--- src/rtl/discrete_pkg.sv ---
// Shared Q-format helpers, FSM encoding and default coefficients for the
// discrete analog-node models.
package discrete_pkg;

  typedef enum logic [1:0] {
    ST_IDLE  = 2'd0,
    ST_MAC   = 2'd1,
    ST_SCALE = 2'd2,
    ST_OUT   = 2'd3
  } rc_state_e;

  localparam int DEF_NUM_INPUTS = 2;
  localparam int DEF_WIDTH      = 16;
  localparam int DEF_COEF_W     = 16;
  localparam int DEF_COEF_FRAC  = 12;
  localparam int DEF_A_COEF     = 4091;
  localparam int DEF_B_COEF [DEF_NUM_INPUTS] = '{2169, 3615};
  localparam int DEF_OUT_GAIN   = 4096;

  // Helpers work on a 64-bit signed carrier; callers keep operands well below that.
  localparam int QW = 64;

  // Arithmetic shift right by sh with round-half-up (sh >= 1).
  function automatic logic signed [QW-1:0] round_shift(input logic signed [QW-1:0] x,
                                                       input int sh);
    logic signed [QW-1:0] half;
    half = 64'sd1 <<< (sh - 1);
    return (x + half) >>> sh;
  endfunction

  // Clamp x to the range of a w-bit two's complement number.
  function automatic logic signed [QW-1:0] sat_to_width(input logic signed [QW-1:0] x,
                                                        input int w);
    logic signed [QW-1:0] hi, lo;
    hi = (64'sd1 <<< (w - 1)) - 64'sd1;
    lo = -(64'sd1 <<< (w - 1));
    if (x > hi) return hi;
    if (x < lo) return lo;
    return x;
  endfunction

endpackage

--- src/rtl/sat_round_shift.sv ---
// Narrowing stage: round-half-up shift followed by signed saturation.
// Reports whether the clamp engaged.
module sat_round_shift
  import discrete_pkg::*;
#(
  parameter int IN_W  = 34,
  parameter int OUT_W = 16,
  parameter int SHIFT = 12
) (
  input  logic signed [IN_W-1:0]  din,
  output logic signed [OUT_W-1:0] dout,
  output logic                    sat
);

  logic signed [QW-1:0] wide, rs, cl;

  always_comb begin
    wide = QW'(din);
    rs   = round_shift(wide, SHIFT);
    cl   = sat_to_width(rs, OUT_W);
    dout = OUT_W'(cl);
    sat  = (cl != rs);
  end

endmodule

--- src/rtl/rc_node_mac_filter.sv ---
// First-order discrete RC node: state' = A*state + sum(B_i*in_i) + BIAS,
// evaluated serially through one shared multiplier, then scaled by OUT_GAIN.
module rc_node_mac_filter
  import discrete_pkg::*;
#(
  parameter int                      NUM_INPUTS = DEF_NUM_INPUTS,
  parameter int                      WIDTH      = DEF_WIDTH,
  parameter int                      COEF_W     = DEF_COEF_W,
  parameter int                      COEF_FRAC  = DEF_COEF_FRAC,
  parameter int                      A_COEF     = DEF_A_COEF,
  parameter int                      B_COEF [NUM_INPUTS] = DEF_B_COEF,
  parameter logic signed [WIDTH-1:0] BIAS       = '0,
  parameter int                      OUT_GAIN   = DEF_OUT_GAIN
) (
  input  logic                          clk,
  input  logic                          I_RSTn,
  input  logic                          audio_clk_en,
  input  logic                          state_clr,
  input  logic [NUM_INPUTS*WIDTH-1:0]   in_bus,
  output logic signed [WIDTH-1:0]       v_out,
  output logic                          out_valid,
  output logic                          busy,
  output logic                          sat_flag,
  output logic                          overrun
);

  localparam int PROD_W = WIDTH + COEF_W;
  localparam int ACC_W  = WIDTH + COEF_W + $clog2(NUM_INPUTS + 2);
  localparam int KW     = (NUM_INPUTS < 1) ? 1 : $clog2(NUM_INPUTS + 1);

  localparam logic signed [COEF_W-1:0] A_C     = COEF_W'(A_COEF);
  localparam logic signed [COEF_W-1:0] G_C     = COEF_W'(OUT_GAIN);
  localparam logic signed [ACC_W-1:0]  BIAS_SH = ACC_W'(BIAS) <<< COEF_FRAC;

  rc_state_e                        st_q, st_d;
  logic [KW-1:0]                    k_q, k_d;
  logic signed [ACC_W-1:0]          acc_q, acc_d;
  logic [NUM_INPUTS-1:0][WIDTH-1:0] in_cap_q, in_cap_d;
  logic signed [WIDTH-1:0]          state_q, state_d;
  logic signed [WIDTH-1:0]          v_out_q, v_out_d;
  logic                             out_valid_q, out_valid_d;
  logic                             sat_flag_q, sat_flag_d;
  logic                             overrun_q, overrun_d;

  logic signed [COEF_W-1:0] mul_a;
  logic signed [WIDTH-1:0]  mul_b;
  logic signed [PROD_W-1:0] prod;
  logic signed [ACC_W-1:0]  srs_in;
  logic signed [WIDTH-1:0]  srs_out;
  logic                     srs_sat;
  logic                     start;

  // SCALE folds the supply term in before narrowing; OUT narrows the gain product as-is.
  assign srs_in = (st_q == ST_SCALE) ? (acc_q + BIAS_SH) : acc_q;

  sat_round_shift #(
    .IN_W  (ACC_W),
    .OUT_W (WIDTH),
    .SHIFT (COEF_FRAC)
  ) u_narrow (
    .din  (srs_in),
    .dout (srs_out),
    .sat  (srs_sat)
  );

  // Operand mux: term k of the MAC sequence, or OUT_GAIN*state_next during SCALE.
  always_comb begin
    mul_a = A_C;
    mul_b = state_q;
    for (int i = 0; i < NUM_INPUTS; i++) begin
      if (k_q == KW'(i + 1)) begin
        mul_a = COEF_W'(B_COEF[i]);
        mul_b = in_cap_q[i];
      end
    end
    if (st_q == ST_SCALE) begin
      mul_a = G_C;
      mul_b = srs_out;
    end
  end

  assign prod = PROD_W'(mul_a) * PROD_W'(mul_b);

  // A strobe landing on the OUT cycle starts the next update back-to-back.
  assign start = audio_clk_en && ((st_q == ST_IDLE) || (st_q == ST_OUT));

  always_comb begin
    st_d        = st_q;
    k_d         = k_q;
    acc_d       = acc_q;
    in_cap_d    = in_cap_q;
    state_d     = state_q;
    v_out_d     = v_out_q;
    out_valid_d = 1'b0;
    sat_flag_d  = sat_flag_q;
    overrun_d   = overrun_q;

    unique case (st_q)
      ST_IDLE: ;
      ST_MAC: begin
        overrun_d = overrun_q | audio_clk_en;
        acc_d     = acc_q + ACC_W'(prod);
        if (k_q == KW'(NUM_INPUTS)) st_d = ST_SCALE;
        else                        k_d  = k_q + KW'(1);
      end
      ST_SCALE: begin
        overrun_d  = overrun_q | audio_clk_en;
        state_d    = srs_out;
        sat_flag_d = sat_flag_q | srs_sat;
        acc_d      = ACC_W'(prod);
        st_d       = ST_OUT;
      end
      ST_OUT: begin
        v_out_d     = srs_out;
        sat_flag_d  = sat_flag_q | srs_sat;
        out_valid_d = 1'b1;
        st_d        = ST_IDLE;
      end
      default: st_d = ST_IDLE;
    endcase

    if (start) begin
      st_d     = ST_MAC;
      k_d      = '0;
      acc_d    = '0;
      in_cap_d = in_bus;
    end

    // Clear aborts everything in flight, including that cycle's flag updates.
    if (state_clr) begin
      st_d        = ST_IDLE;
      state_d     = '0;
      v_out_d     = '0;
      out_valid_d = 1'b0;
      sat_flag_d  = sat_flag_q;
      overrun_d   = overrun_q;
    end
  end

  always_ff @(posedge clk) begin
    if (!I_RSTn) begin
      st_q        <= ST_IDLE;
      k_q         <= '0;
      acc_q       <= '0;
      in_cap_q    <= '0;
      state_q     <= '0;
      v_out_q     <= '0;
      out_valid_q <= 1'b0;
      sat_flag_q  <= 1'b0;
      overrun_q   <= 1'b0;
    end else begin
      st_q        <= st_d;
      k_q         <= k_d;
      acc_q       <= acc_d;
      in_cap_q    <= in_cap_d;
      state_q     <= state_d;
      v_out_q     <= v_out_d;
      out_valid_q <= out_valid_d;
      sat_flag_q  <= sat_flag_d;
      overrun_q   <= overrun_d;
    end
  end

  assign v_out     = v_out_q;
  assign out_valid = out_valid_q;
  assign busy      = (st_q != ST_IDLE);
  assign sat_flag  = sat_flag_q;
  assign overrun   = overrun_q;

endmodule
--- config.mk ---
export PLATFORM = sky130hd
export DESIGN_NAME = rc_node_mac_filter
export DESIGN_NICKNAME = d
export VERILOG_FILES = /design/src/rtl/discrete_pkg.sv /design/src/rtl/sat_round_shift.sv /design/src/rtl/rc_node_mac_filter.sv
export SDC_FILE = /design/constraint.sdc
export NUM_CORES = 1
export LEC_CHECK = 0
export ABC_AREA = 1
export BUFFER_PORTS_ARGS = -buffer_cell sky130_fd_sc_hd__buf_2
export CAP_MARGIN = 10
export CORE_UTILIZATION = 23
export DETAILED_ROUTE_END_ITERATION = 10
export HOLD_SLACK_MARGIN = 0.05
export REMOVE_ABC_BUFFERS = 1
export SLEW_MARGIN = 20
export SYNTH_ARGS = -nofsm -noshare
export SYNTH_HDL_FRONTEND = slang
export SYNTH_SLANG_ARGS = --single-unit
--- constraint.sdc ---
create_clock -name clk -period 6.8 [get_ports clk]
set_input_delay 1.36 -clock clk [delete_from_list [all_inputs] [get_ports clk]]
set_output_delay 1.36 -clock clk [all_outputs]
set_load 0.03 [all_outputs]
==> flow_metrics.py <==
metrics = {
    "run_status": {
        "status": "complete, but fails checks",
        "violations": "negative setup slack",
    },
    "final_layout": {
        "layout_common_cells": "573 x buf_4, 326 x inv_1, 291 x nand2_1",
        "nets": 3173,
        "final_common_cell": "buf_4",
        "drive_gt1_frac": 0.498,
        "syn_to_final_growth_pct": 71.6,
    },
    "power_and_ir_drop": {
        "switching_share": 0.482,
        "switching_power_mw": 4.20,
        "comb_power_share": 0.853,
        "totalPowerFinal_mw": 8.71,
        "ir_worst_vdd_mv": 0.280,
        "p_leak_nw": 12.9,
        "clkPwrFrac": 0.068,
        "intPower_mw": 4.51,
        "powerDensity_mw_per_mm2": 337,
        "seq_power_share": 0.078,
    },
    "timing": {
        "rsz0062_at_grt": "true",
        "relSlewSlack": 0.192,
        "setup_tns_ns": -11.99,
        "layout_setup_ws_ns": -0.699,
        "fmax_mhz": 133,
        "finalCritPeriodShare": 1.10,
        "slew_violations": 0,
        "final-hold-violation-count": 0,
        "finClkSkew_ns": 0.0191,
        "setup_viol": 24,
        "min_period_ns": 7.50,
        "worst-slew-pin-transition_ns": 1.21,
    },
    "worst_setup_path": {
        "worstSetupPathType": "flop to flop",
        "startpoint_type": "flop",
        "startpoint": "acc_q[12]",
        "max_stage_delay_ns": 0.53,
        "cp_max_fo": 5,
        "cp_data_required_time_ns": 7.12,
        "worstReg2RegStart": "acc_q[12]",
        "cp_common_cell": "nand2_2",
        "crit_slowest_cell": "fa_1",
        "critical_path_arrival_ns": 7.82,
        "cp-end-kind": "flop",
    },
    "placed_design": {
        "preCtsSetupSlack_ns": -1.55,
        "dp_hpwl_um": 45200,
        "io_buffers": 55,
        "gp_congestion": 0.952,
    },
    "synthesis": {
        "postSynthCellCount": 2178,
        "synth_compound_gate_area_share": 0.100,
        "async_flop_share": 0,
        "synth_adder_area_share": 0.349,
        "synth_xor_area_frac": 0.0198,
        "synth-edff-count": 0,
        "synth_top_family_by_area": "adder cells",
        "syn-cell-area_mm2": 0.0150,
        "synth.mux.area_fraction": 0,
        "ys_warn_count": 0,
        "yosysSeqAreaShare": 0.140,
        "syn_area_per_cell_um2": 6.91,
        "ys_ff_latch": 105,
        "synthSimpleGateAreaFrac": 0.277,
        "synth_ff_type": "dfxtp_1",
        "ys_types": 45,
    },
    "detailed_routing": {
        "postRouteAntennaNets": 0,
        "vias": 16700,
        "dr.pass1.iters": 6,
        "wire_per_inst_um": 16.2,
        "drt_iter0_drc": 1162,
        "wl_um": 59800,
        "drcViolationCount": 0,
        "viasPerCell": 4.52,
    },
    "grt": {
        "globalRoute.busiestLayer": "met2",
        "grt_use_met1": 0.231,
        "grt_max_degree": 36,
        "antenna_found_initial": 0,
        "grt_util_all_layers": 0.173,
        "grt.overflow.total": 0,
        "met3_usage": 0.0175,
        "grt_pass1_wl_um": 89600,
        "grt_pass1_vias": 16400,
        "use_met2": 0.290,
    },
    "clocking": {
        "cts.clk_slew.worst_paths_ns": 0.09,
        "htreeDepth": 3,
        "worstSkewPairLatency_ns": 0.41,
        "cts.sinks": 105,
        "root_buffer": "clkbuf_16",
        "cts_tree": "built",
        "cts_buffers": 9,
        "cts_max_path_buffers": 2,
    },
    "floorplan": {
        "start_util": 0.233,
        "fp.dieH_um": 258,
        "dieArea_mm2": 0.0665,
        "ios": 56,
        "core_area_mm2": 0.0646,
        "die_w_um": 258,
        "rows": 93,
    },
    "hold_path": {
        "hp-start": "sat_flag",
        "holdCritPathClass": "flop to flop",
    },
    "job": {
        "maxCapViolCount": 0,
    },
}
[layout make-up]
cell class	instances	area, um^2
sequential	105	2170
fill	6263	38800
inverter	399	1540
timing repair buffer	698	5530
clock inverter	5	62.6
antenna	1	2.50
multi-input combinational	1618	15200
clock buffer	11	253
tap	855	1070
[power groups by stage]
stage	Sequential (mW)	Combinational, mW	Clock [mW]
floorplan	0.682	2.19	0
global placement	0.685	4.20	0
detailed placement	0.685	4.20	0
CTS	0.678	6.20	0.613
global route	0.685	7.90	0.632
finish	0.681	7.44	0.597
[synthesized netlist by cell type (2+ instances only)]
| library cell | number | area, um^2 |
|---|---|---|
| o21bai_1 | 10 | 75.1 |
| clkinv_1 | 3 | 11.3 |
| nand2_2 | 18 | 113 |
| buf_1 | 4 | 15.0 |
| fa_1 | 189 | 3780 |
| xnor2_1 | 9 | 78.8 |
| a21boi_0 | 3 | 22.5 |
| o21ai_4 | 2 | 32.5 |
| o21ai_0 | 100 | 500 |
| a31oi_1 | 6 | 37.5 |
| and3_1 | 2 | 12.5 |
| dfxtp_1 | 105 | 2100 |
| o21a_1 | 4 | 30.0 |
| nor3_1 | 12 | 60.1 |
| nand4_1 | 17 | 106 |
| a21oi_2 | 3 | 26.3 |
| o211ai_1 | 6 | 45.0 |
| xor2_1 | 25 | 219 |
| a21o_1 | 11 | 82.6 |
| nor2_2 | 11 | 68.8 |
| or2_2 | 4 | 25.0 |
| nor2_1 | 308 | 1160 |
| ha_1 | 117 | 1460 |
| inv_1 | 395 | 1480 |
| a21oi_1 | 109 | 546 |
| and2_1 | 8 | 50.1 |
| nor4_1 | 6 | 37.5 |
| nand3b_1 | 11 | 82.6 |
| clkbuf_1 | 50 | 188 |
| nand2_1 | 485 | 1820 |
| o21ai_1 | 10 | 50.1 |
| nand3_1 | 122 | 611 |
[metal layers]
metal | vias up | part of all wire
li1 | 8051 | -
met1 | 8031 | 0.43
met2 | 485 | 0.48
met3 | 134 | 0.054
met4 | 0 | 0.036
met5 | - | 0
[repair_timing]
action                     4_1_cts  5_1_grt
hold buffers                     0        0
setup endpoints to repair       27       28
buffers inserted               112       63
gates resized for setup        658      400
gates cloned                     3        1
pin swaps                      247      332
[worst max-delay path: cells and delay by family (launching register included)]
family          cells  cell delay [ns]
flops               1             0.36
simple gates       23             1.99
buf+inv            12             1.32
fa+ha+maj           8             2.98
compound gates      5             0.75
[sequential cells by signal, indices dropped and copies added (netlist names)]
name / cells
acc_q: 34
out_valid: 1
sat_flag: 1
overrun: 1
st_q: 2
in_cap_q: 32
state_q: 16
v_out: 16
k_q: 2
[logic make-up (layout without fill, tap and decap cells)]
group | after synthesis | in the layout
simple gates | 1007 | 1007
buf+inv | 455 | 1113
fa+ha+maj | 306 | 306
compound gates | 271 | 271
flops | 105 | 105
xor+xnor | 34 | 34
other cells | 0 | 1
[final timing paths]
check	slack, ns	end	cells past startpoint
worst max-delay path	-0.70	acc_q[33]	48
worst min-delay path	0.45	sat_flag	2
worst max register to register	-0.70	acc_q[33]	48
worst min register to register	0.45	sat_flag	2
[through the flow]
stage	instance area [um^2]	util	hold slack [ns]	instances
after floorplan	14800	-	0.429	2122
after global placement	19900	0.308	0.442	3514
after detailed placement	19900	0.308	0.440	3514
after CTS	23700	0.367	0.452	3641
after global routing	25800	0.400	0.484	3691
final	25800	0.400	0.448	3692
(Power assumes the default switching activity.)
